## src/rtl/multdiv_pipeline_controller.sv

```systemverilog
// Sequences the multi-cycle multiply/divide unit: captures operands from DX, pulses the unit start,
// stalls the front of the pipeline while it runs and hands the result and exception status to XM.
module multdiv_pipeline_controller #(
    parameter logic [4:0]  MULT_ALUOP     = 5'b00110,
    parameter logic [4:0]  DIV_ALUOP      = 5'b00111,
    parameter int unsigned TIMEOUT_CYCLES = 40,
    parameter int unsigned CNT_W          = 6,
    parameter int unsigned MULT_RSTATUS   = 4,
    parameter int unsigned DIV_RSTATUS    = 5
) (
    input  logic             clock,
    input  logic             reset_n,
    input  logic [31:0]      DX_Latch_Instr,
    input  logic             DX_valid,
    input  logic             flush,
    input  logic [31:0]      md_operand_A,
    input  logic [31:0]      md_operand_B,
    input  logic             md_resultRDY,
    input  logic             md_exception,
    input  logic [31:0]      md_result,
    output logic             ctrl_MULT,
    output logic             ctrl_DIV,
    output logic [31:0]      md_data_A,
    output logic [31:0]      md_data_B,
    output logic             pipeline_stall,
    output logic             md_done,
    output logic [31:0]      md_result_out,
    output logic             md_error_out,
    output logic [31:0]      md_rstatus,
    output logic             md_busy,
    output logic [CNT_W-1:0] md_cycle_count
);

    localparam logic [CNT_W-1:0] TimeoutLast = CNT_W'(TIMEOUT_CYCLES - 1);
    localparam logic [CNT_W-1:0] TimeoutMax  = CNT_W'(TIMEOUT_CYCLES);

    typedef enum logic [1:0] {StIdle, StStart, StWait, StDone} state_e;

    state_e           state_q, state_d;
    logic             op_div_q, op_div_d;
    logic [4:0]       rd_q, rd_d;
    logic [31:0]      opa_q, opa_d;
    logic [31:0]      opb_q, opb_d;
    logic [CNT_W-1:0] cnt_q, cnt_d;
    logic [CNT_W-1:0] cnt_inc;
    logic             ctrl_mult_q, ctrl_mult_d;
    logic             ctrl_div_q, ctrl_div_d;
    logic             done_q, done_d;
    logic [31:0]      result_q, result_d;
    logic             error_q, error_d;
    logic [31:0]      rstatus_q, rstatus_d;
    logic             busy_q, busy_d;
    logic [CNT_W-1:0] count_q, count_d;

    logic [4:0] opcode;
    logic [4:0] aluop;
    logic       is_md;
    logic       unused_instr;

    assign opcode       = DX_Latch_Instr[31:27];
    assign aluop        = DX_Latch_Instr[6:2];
    assign is_md        = DX_valid && (opcode == 5'd0) &&
                          ((aluop == MULT_ALUOP) || (aluop == DIV_ALUOP));
    assign unused_instr = ^{DX_Latch_Instr[21:7], DX_Latch_Instr[1:0]};

    always_comb begin
        state_d     = state_q;
        op_div_d    = op_div_q;
        rd_d        = rd_q;
        opa_d       = opa_q;
        opb_d       = opb_q;
        cnt_d       = cnt_q;
        cnt_inc     = (cnt_q == TimeoutMax) ? cnt_q : cnt_q + 1'b1;
        ctrl_mult_d = 1'b0;
        ctrl_div_d  = 1'b0;
        done_d      = 1'b0;
        result_d    = 32'd0;
        error_d     = 1'b0;
        rstatus_d   = 32'd0;
        count_d     = count_q;

        unique case (state_q)
            StIdle: begin
                if (is_md && !flush) begin
                    state_d     = StStart;
                    op_div_d    = (aluop == DIV_ALUOP);
                    rd_d        = DX_Latch_Instr[26:22];
                    opa_d       = md_operand_A;
                    opb_d       = md_operand_B;
                    ctrl_mult_d = (aluop != DIV_ALUOP);
                    ctrl_div_d  = (aluop == DIV_ALUOP);
                end
            end
            StStart: begin
                cnt_d   = '0;
                state_d = flush ? StIdle : StWait;
            end
            StWait: begin
                if (flush) begin
                    state_d = StIdle;
                end else begin
                    cnt_d = cnt_inc;
                    // A result arriving on the last allowed cycle still wins over the timeout.
                    if (md_resultRDY || (cnt_q == TimeoutLast)) begin
                        state_d   = StDone;
                        done_d    = 1'b1;
                        count_d   = cnt_inc;
                        error_d   = md_resultRDY ? md_exception : 1'b1;
                        result_d  = (error_d || (rd_q == 5'd0) || !md_resultRDY) ? 32'd0
                                                                                  : md_result;
                        rstatus_d = !error_d ? 32'd0
                                  : (op_div_q ? 32'(DIV_RSTATUS) : 32'(MULT_RSTATUS));
                    end
                end
            end
            StDone: begin
                state_d = StIdle;
            end
            default: begin
                state_d = StIdle;
            end
        endcase

        busy_d = (state_d == StStart) || (state_d == StWait);
    end

    always_ff @(posedge clock or negedge reset_n) begin
        if (!reset_n) begin
            state_q     <= StIdle;
            op_div_q    <= 1'b0;
            rd_q        <= 5'd0;
            opa_q       <= 32'd0;
            opb_q       <= 32'd0;
            cnt_q       <= '0;
            ctrl_mult_q <= 1'b0;
            ctrl_div_q  <= 1'b0;
            done_q      <= 1'b0;
            result_q    <= 32'd0;
            error_q     <= 1'b0;
            rstatus_q   <= 32'd0;
            busy_q      <= 1'b0;
            count_q     <= '0;
        end else begin
            state_q     <= state_d;
            op_div_q    <= op_div_d;
            rd_q        <= rd_d;
            opa_q       <= opa_d;
            opb_q       <= opb_d;
            cnt_q       <= cnt_d;
            ctrl_mult_q <= ctrl_mult_d;
            ctrl_div_q  <= ctrl_div_d;
            done_q      <= done_d;
            result_q    <= result_d;
            error_q     <= error_d;
            rstatus_q   <= rstatus_d;
            busy_q      <= busy_d;
            count_q     <= count_d;
        end
    end

    // Stall is combinational so a new mul/div holds DX in its arrival cycle; it drops on a flush.
    always_comb begin
        pipeline_stall = 1'b0;
        if (reset_n) begin
            unique case (state_q)
                StIdle:          pipeline_stall = is_md && !flush;
                StStart, StWait: pipeline_stall = !flush;
                default:         pipeline_stall = 1'b0;
            endcase
        end
    end

    assign ctrl_MULT      = ctrl_mult_q;
    assign ctrl_DIV       = ctrl_div_q;
    assign md_data_A      = opa_q;
    assign md_data_B      = opb_q;
    assign md_done        = done_q;
    assign md_result_out  = result_q;
    assign md_error_out   = error_q;
    assign md_rstatus     = rstatus_q;
    assign md_busy        = busy_q;
    assign md_cycle_count = count_q;

endmodule

```

## config.mk

```make
export PLATFORM = sky130hd
export DESIGN_NAME = multdiv_pipeline_controller
export DESIGN_NICKNAME = d
export VERILOG_FILES = /design/src/rtl/multdiv_pipeline_controller.sv
export SDC_FILE = /design/constraint.sdc
export NUM_CORES = 1
export LEC_CHECK = 0
export ABC_AREA = 0
export CAP_MARGIN = 20
export CORE_MARGIN = 5
export CORE_UTILIZATION = 40
export CTS_BUF_LIST = sky130_fd_sc_hd__clkbuf_2
export CTS_CLUSTER_SIZE = 25
export DETAILED_ROUTE_END_ITERATION = 12
export PLACE_DENSITY = 0.82
export REMOVE_ABC_BUFFERS = 1
export SYNTH_ARGS = -nofsm -noshare
export SYNTH_HDL_FRONTEND = slang
export SYNTH_SLANG_ARGS = --single-unit
```

## constraint.sdc

```tcl
create_clock -name clock -period 2.5 [get_ports clock]
set_input_delay 0.5 -clock clock [delete_from_list [all_inputs] [get_ports clock]]
set_output_delay 0.5 -clock clock [all_outputs]
set_load 0.03 [all_outputs]
```

### Word-level counts from Yosys, hierarchy flattened

Cells that the tools add are included.

* equality and inequality tests: 11
* $add $sub $neg: 1
* reduce and logical (&&, ||, !) cells: 18
* bitwise gates (word level): 1
* muxes and demuxes: 30

Operators with widths (number)
* 32-bit 2-to-1 mux: 4
* 1-bit 2-to-1 mux: 13
* 6-bit == test (second input constant): 2
* 3-bit 2-to-1 mux: 4
* 6-bit 2-to-1 mux: 2
* 6-bit case mux with 2 select lines: 1
* 5-bit by 3-bit == test with 1-bit output (second input constant): 2
* 5-bit logical NOT: 2
* 2-bit 2-to-1 mux: 4
* 2-bit case mux with 4 select lines: 1
* 6-bit by 1-bit adder with 6-bit output (second input constant): 1
* 2-bit == test (second input constant): 3
* 1-bit logical OR: 5
* 5-bit by 3-bit inequality test with 1-bit output (second input constant): 1
* 2-bit by 1-bit == test with 1-bit output (second input constant): 2
* 2-bit AND reduction: 2
* 1-bit logical AND: 3
* 3-bit AND reduction: 1
* 1-bit logical NOT: 2
* 2-bit logical NOT: 1
* 2-bit inequality test (second input constant): 1
* 1-bit case mux with 2 select lines: 1
* 2-bit nonzero test: 1
* 2-bit OR reduction: 1
* 1-bit NOT: 1

* register bits: 153
* output and inout bits: 140
* bits of input ports: 134
* word-level logic and storage cells: 75

### Depth between registers and ports, before layout

* depth in word-level cells: 8
* mapped depth: 8
* gate-level depth less buffers: 7

### Worst setup path before layout

Ideal clock, no wire load.

* kind: register -> output
* start: reg state_q[0]
* end: out pipeline_stall
* data required time: 2.000 ns
* cell stages (with the launch flop): 8
* buffers on the path: 1
* arrival: 2.086 ns
* slack: -0.086 ns
* path through: dfrtp_1 inv_1 ha_1 and4bb_2 and3_1 buf_2 a21oi_1 nor3b_1

* cells in the longest elaborated chain, start to end: 4
* elaborated cells between the ends (all ways): 6
* those cells by class: 2 x eq/ne; 2 x mux; 2 x reduce/logical

RTL lines
* from (decl): line 39 `state_e state_q, state_d;`
* from (signal assigned): line 129 `state_q <= StIdle;`
* from (signal assigned): line 144 `state_q <= state_d;`
* 2-bit by 1-bit == test with 1-bit output / 2-bit == test (equally long branches): line 165 `unique case (state_q)`
* 2-bit OR reduction: line 165
* 1-bit case mux with 2 select lines (*): line 165
* 1-bit 2-to-1 mux (*): line 164 `if (reset_n) begin`
* to (decl): line 25 `output logic pipeline_stall,`

Mark *: on every way between the ends. The rest lies on a longest branch, timed or not.

### Worst setup path in the final report

* start: reg state_q[1]
* end: out pipeline_stall

The elaborated chain is that of the path after synthesis.

==> impl_table.tex <==
\begin{tabular}{lr}
\hline
Metric & Value \\
\hline
\multicolumn{2}{l}{\textbf{Clock network}} \\
\quad Maximum number of buffers from clock root to sink & 2 \\
\quad Clk pin slew, worst setup/hold paths & 0.18 ns \\
\quad H-Tree Depth & 4 \\
\quad Clock sink count & 122 \\
\quad Cts bufs inserted & 17 \\
\quad CTS tree & yes \\
\quad Root cell of the clock tree & clkbuf\_2 \\
\quad Clock latency reported for the late side of the worst-skew pair & 0.73 ns \\
\multicolumn{2}{l}{\textbf{Power and ir drop}} \\
\quad Final Power & 3.458 mW \\
\quad Power density over the cells & 450.2 nW/um\^{}2 \\
\quad Peak VDD IR & 0.3170 mV \\
\quad Leakage power of the design & 3.831 nW \\
\multicolumn{2}{l}{\textbf{Die}} \\
\quad Count of pins on the block boundary & 274 \\
\quad Number of core rows & 41 \\
\quad Die boundary width & 122.4 microns \\
\quad Starting density of the core & 0.4040 \\
\quad Core region area & 12,520 sq um \\
\quad Total die area & 14,990 sq um \\
\quad Die outline height & 122.4 microns \\
\multicolumn{2}{l}{\textbf{STA}} \\
\quad Tightest Pin Transition & 0.7315 ns \\
\quad Worst slew margin & 0.5123 \\
\quad Max Clock Skew & 0.02184 ns \\
\quad Unrepaired setup endpoints after global routing & true \\
\quad Upper clock frequency limit & 374.0 MHz \\
\quad Total negative setup slack & -0.1735 ns \\
\quad Number of pins exceeding their max-slew limit in the final report & 0 \\
\quad Total setup violations reported at the end of the flow & 1 \\
\quad Final hold violation count & 0 \\
\quad Period utilisation layout & 1.069 \\
\quad Min setup slack post-route & -0.1735 ns \\
\quad Final min period & 2.673 ns \\
\multicolumn{2}{l}{\textbf{Run status}} \\
\quad Failing checks & negative setup slack \\
\quad Run status & complete, but fails checks \\
\multicolumn{2}{l}{\textbf{Global routing}} \\
\quad First-pass GRT wire length & 21,290 microns \\
\quad Largest net degree at the start of global routing & 123 \\
\quad Initial antenna violation count & 1 \\
\quad Residual overflow from global routing & 0 \\
\quad Via count of the first global-routing pass & 4,328 \\
\quad Global routing usage summed across all routing layers & 0.1859 \\
\multicolumn{2}{l}{\textbf{Min path}} \\
\quad End of the worst hold path & md\_data\_A[2] \\
\quad Classification of the worst-slack hold path & in2reg \\
\quad Worst hold stages & 3 \\
\quad Worst Hold Launch & md\_operand\_A[2] \\
\multicolumn{2}{l}{\textbf{Critical path}} \\
\quad Terminus of the critical flop-to-flop path & md\_rstatus[0] \\
\quad Worst reg2reg setup slack & 0.43 ns \\
\quad Endpoint class of the critical path & output port \\
\quad Arrival @ worst endpoint & 2.17 ns \\
\quad Count of cells along the worst register-to-register path & 10 \\
\quad Highest net fanout along the worst path & 2 \\
\quad Critical path class & reg2out \\
\quad Family with the most delay on the worst path & simple AND/OR/NAND/NOR gates \\
\quad CP cell instances & inv\_2 -> ha\_4 -> and4bb\_2 -> and3\_4 -> a21oi\_2 -> nor3b\_2 -> buf\_4 \\
\quad Number of buffers and inverters on the critical path & 2 \\
\quad Critical register-to-register path startpoint & state\_q[0] \\
\quad Data required time at the worst endpoint & 2.00 ns \\
\quad Master of the slowest instance on the critical path & dfrtp\_1 \\
\quad Startpoint class of the critical path & register \\
\quad Critical path's largest stage delay & 0.43 ns \\
\multicolumn{2}{l}{\textbf{Logic synthesis}} \\
\quad Sequential share of the synthesized area & 0.6037 \\
\quad Synth Register Bits & 122 \\
\quad Count of unique library cells instantiated by Yosys & 39 \\
\quad Post-synthesis cell area & 5057 sq um \\
\quad Mean instance size in the synthesized netlist & 10.16 sq um \\
\quad Synthesized netlist cell count & 498 \\
\quad Synth warn & 0 \\
\multicolumn{2}{l}{\textbf{Routing}} \\
\quad Residual DRC count & 0 \\
\quad Drt first pass iters & 5 \\
\quad Total number of vias & 4,134 \\
\quad Aggregate routed wire length & 13,760 microns \\
\quad Number of DRC markers after the initial detailed-route iteration & 245 \\
\quad Routed vias/inst & 4.460 \\
\quad DR WL/cell & 14.84 microns \\
\quad Number of nets still failing antenna checks after routing & 0 \\
\multicolumn{2}{l}{\textbf{Placement}} \\
\quad Routability cong. & 0.7638 \\
\quad \# port buffers & 226 \\
\quad Half-perimeter wire length after placement & 9960 microns \\
\quad Placed Area & 7396 sq um \\
\multicolumn{2}{l}{\textbf{Cells and area}} \\
\quad Relative area change from synthesis to final layout & 51.88\% \\
\quad Most used cells in the layout excluding fill and tap cells & 224 x clkdlybuf4s50\_1, 221 x nand2\_1, 122 x dfrtp\_1 \\
\quad Nets@finish & 881 \\
\quad Design Area, Final & 7681 sq um \\
\quad Commonest non-fill, non-tap cell in the layout & clkdlybuf4s50\_1 \\
\quad Share of final-layout standard cells stronger than drive strength 1 & 0.1233 \\
\multicolumn{2}{l}{\textbf{Run}} \\
\quad MaxCap Viol Count & 0 \\
\hline
\end{tabular}
-- final cells by class --
class	count	area, sq um
clock buffers	19	95.09
repair buffers	246	2447
inverters	10	40.04
diodes	1	2.502
clock inverters	13	85.08
well taps	172	215.2
multi-input cells	344	1743
flip-flops and latches	122	3053
fillers	1078	4836
-- synth_stat cells, drive strengths merged --
library cell / count / area share
nand2: 221 / 0.16
dfrtp: 122 / 0.60
buf: 45 / 0.067
and2: 33 / 0.056
inv: 10 / 0.0079
a21oi: 8 / 0.0079
nand3: 7 / 0.0069
clkbuf: 6 / 0.0045
ha: 6 / 0.015
a22o: 4 / 0.0069
nor2b: 4 / 0.0049
xnor2: 4 / 0.0069
and4bb: 3 / 0.0082
nor2: 3 / 0.0022
a31oi: 2 / 0.0025
and3: 2 / 0.0025
mux2: 2 / 0.0059
o21ai: 2 / 0.0020
a211oi: 1 / 0.0015
a21o: 1 / 0.0015
a32oi: 1 / 0.0054
and3b: 1 / 0.0017
conb: 1 / 0.00074
nor3b: 1 / 0.0015
nor4: 1 / 0.0012
o2111a: 1 / 0.0025
o211ai: 1 / 0.0015
o221ai: 1 / 0.0017
o22ai: 1 / 0.0012
or3: 1 / 0.0012
or4: 1 / 0.0015
xor2: 1 / 0.0017
-- where the power goes --
group / internal, mW / switching (mW) / leakage [nW]
combinational: 0.211 / 0.191 / 2.01
sequential: 1.99 / 0.0112 / 1.70
clock: 0.337 / 0.715 / 0.122
total: 2.54 / 0.917 / 3.83
-- worst max-delay path by stage --
stage | cells past startpoint | slack [ns] | from | end
3_3_place_gp | 6 | 0.04 | DX_Latch_Instr[28] | pipeline_stall
6_report | 7 | -0.17 | state_q[1] | pipeline_stall
4_1_cts | 7 | -0.22 | state_q[1] | pipeline_stall
5_1_grt | 7 | -0.33 | state_q[1] | pipeline_stall
3_5_place_dp | 6 | 0.02 | DX_Latch_Instr[28] | md_data_A[15]
2_1_floorplan | 6 | -1.14 | state_q[0] | pipeline_stall
-- cell families after synthesis --
| kind of cell | after synthesis | synth area share |
|---|---|---|
| AO/OA/AOI/OAI | 23 | 0.03464 |
| XOR/XNOR | 5 | 0.008659 |
| adder cells (fa/ha/maj) | 6 | 0.01484 |
| buffers and inverters | 61 | 0.07942 |
| flip-flops | 122 | 0.6037 |
| multiplexers | 2 | 0.005938 |
| other | 1 | 0.0007415 |
| AND/OR/NAND/NOR | 278 | 0.2521 |
-- per-layer routing --
layer,vias to the layer above,GRT usage,share of wire
met4,0,0.08328,0.029
met1,1971,0.1901,0.34
met2,158,0.3236,0.53
li1,1974,-,-
met5,-,0,0
met3,31,0.08710,0.092
-- worst register-to-register path, stage by stage, from the launching register on --
cell and delay [ns]:
dfrtp_1 0.41, inv_2 0.06, buf_4 0.13, buf_4 0.13
ha_1 0.21, nor2b_1 0.15, buf_4 0.17, a32oi_4 0.27
buf_4 0.20, a21oi_1 0.07, and2_1 0.17
-- per-stage QoR --
step | hold WS, ns | cells | utilization | setup WS, ns
after floorplan | 0.2044 | 476 | - | -1.144
after CTS | 0.2034 | 923 | 0.6117 | -0.2200
after global routing | 0.1824 | 927 | 0.6137 | -0.3345
after detailed placement | 0.4546 | 884 | 0.5909 | 0.01798
final | 0.2710 | 927 | 0.6137 | -0.1735
after global placement | 0.4441 | 884 | 0.5909 | 0.03886
-- state kept, by name, summed over array words and instances, names as in the netlist --
register	flops
md_done	1
rd_q	5
ctrl_DIV	1
state_q	2
md_cycle_count	6
md_data_A	32
ctrl_MULT	1
md_data_B	32
md_result_out	32
md_busy	1
cnt_q	6
md_rstatus	2
op_div_q	1
-- repair_timing --
item	4_1_cts	5_1_grt
resized for setup	7	0
cloned	0	0
hold buffers	1	0
pin swaps	3	1
hold endpoints to repair	122	0
buffers inserted	6	3
endpoints found under the setup margin	1	1
Power figures use the tool's default switching activity.
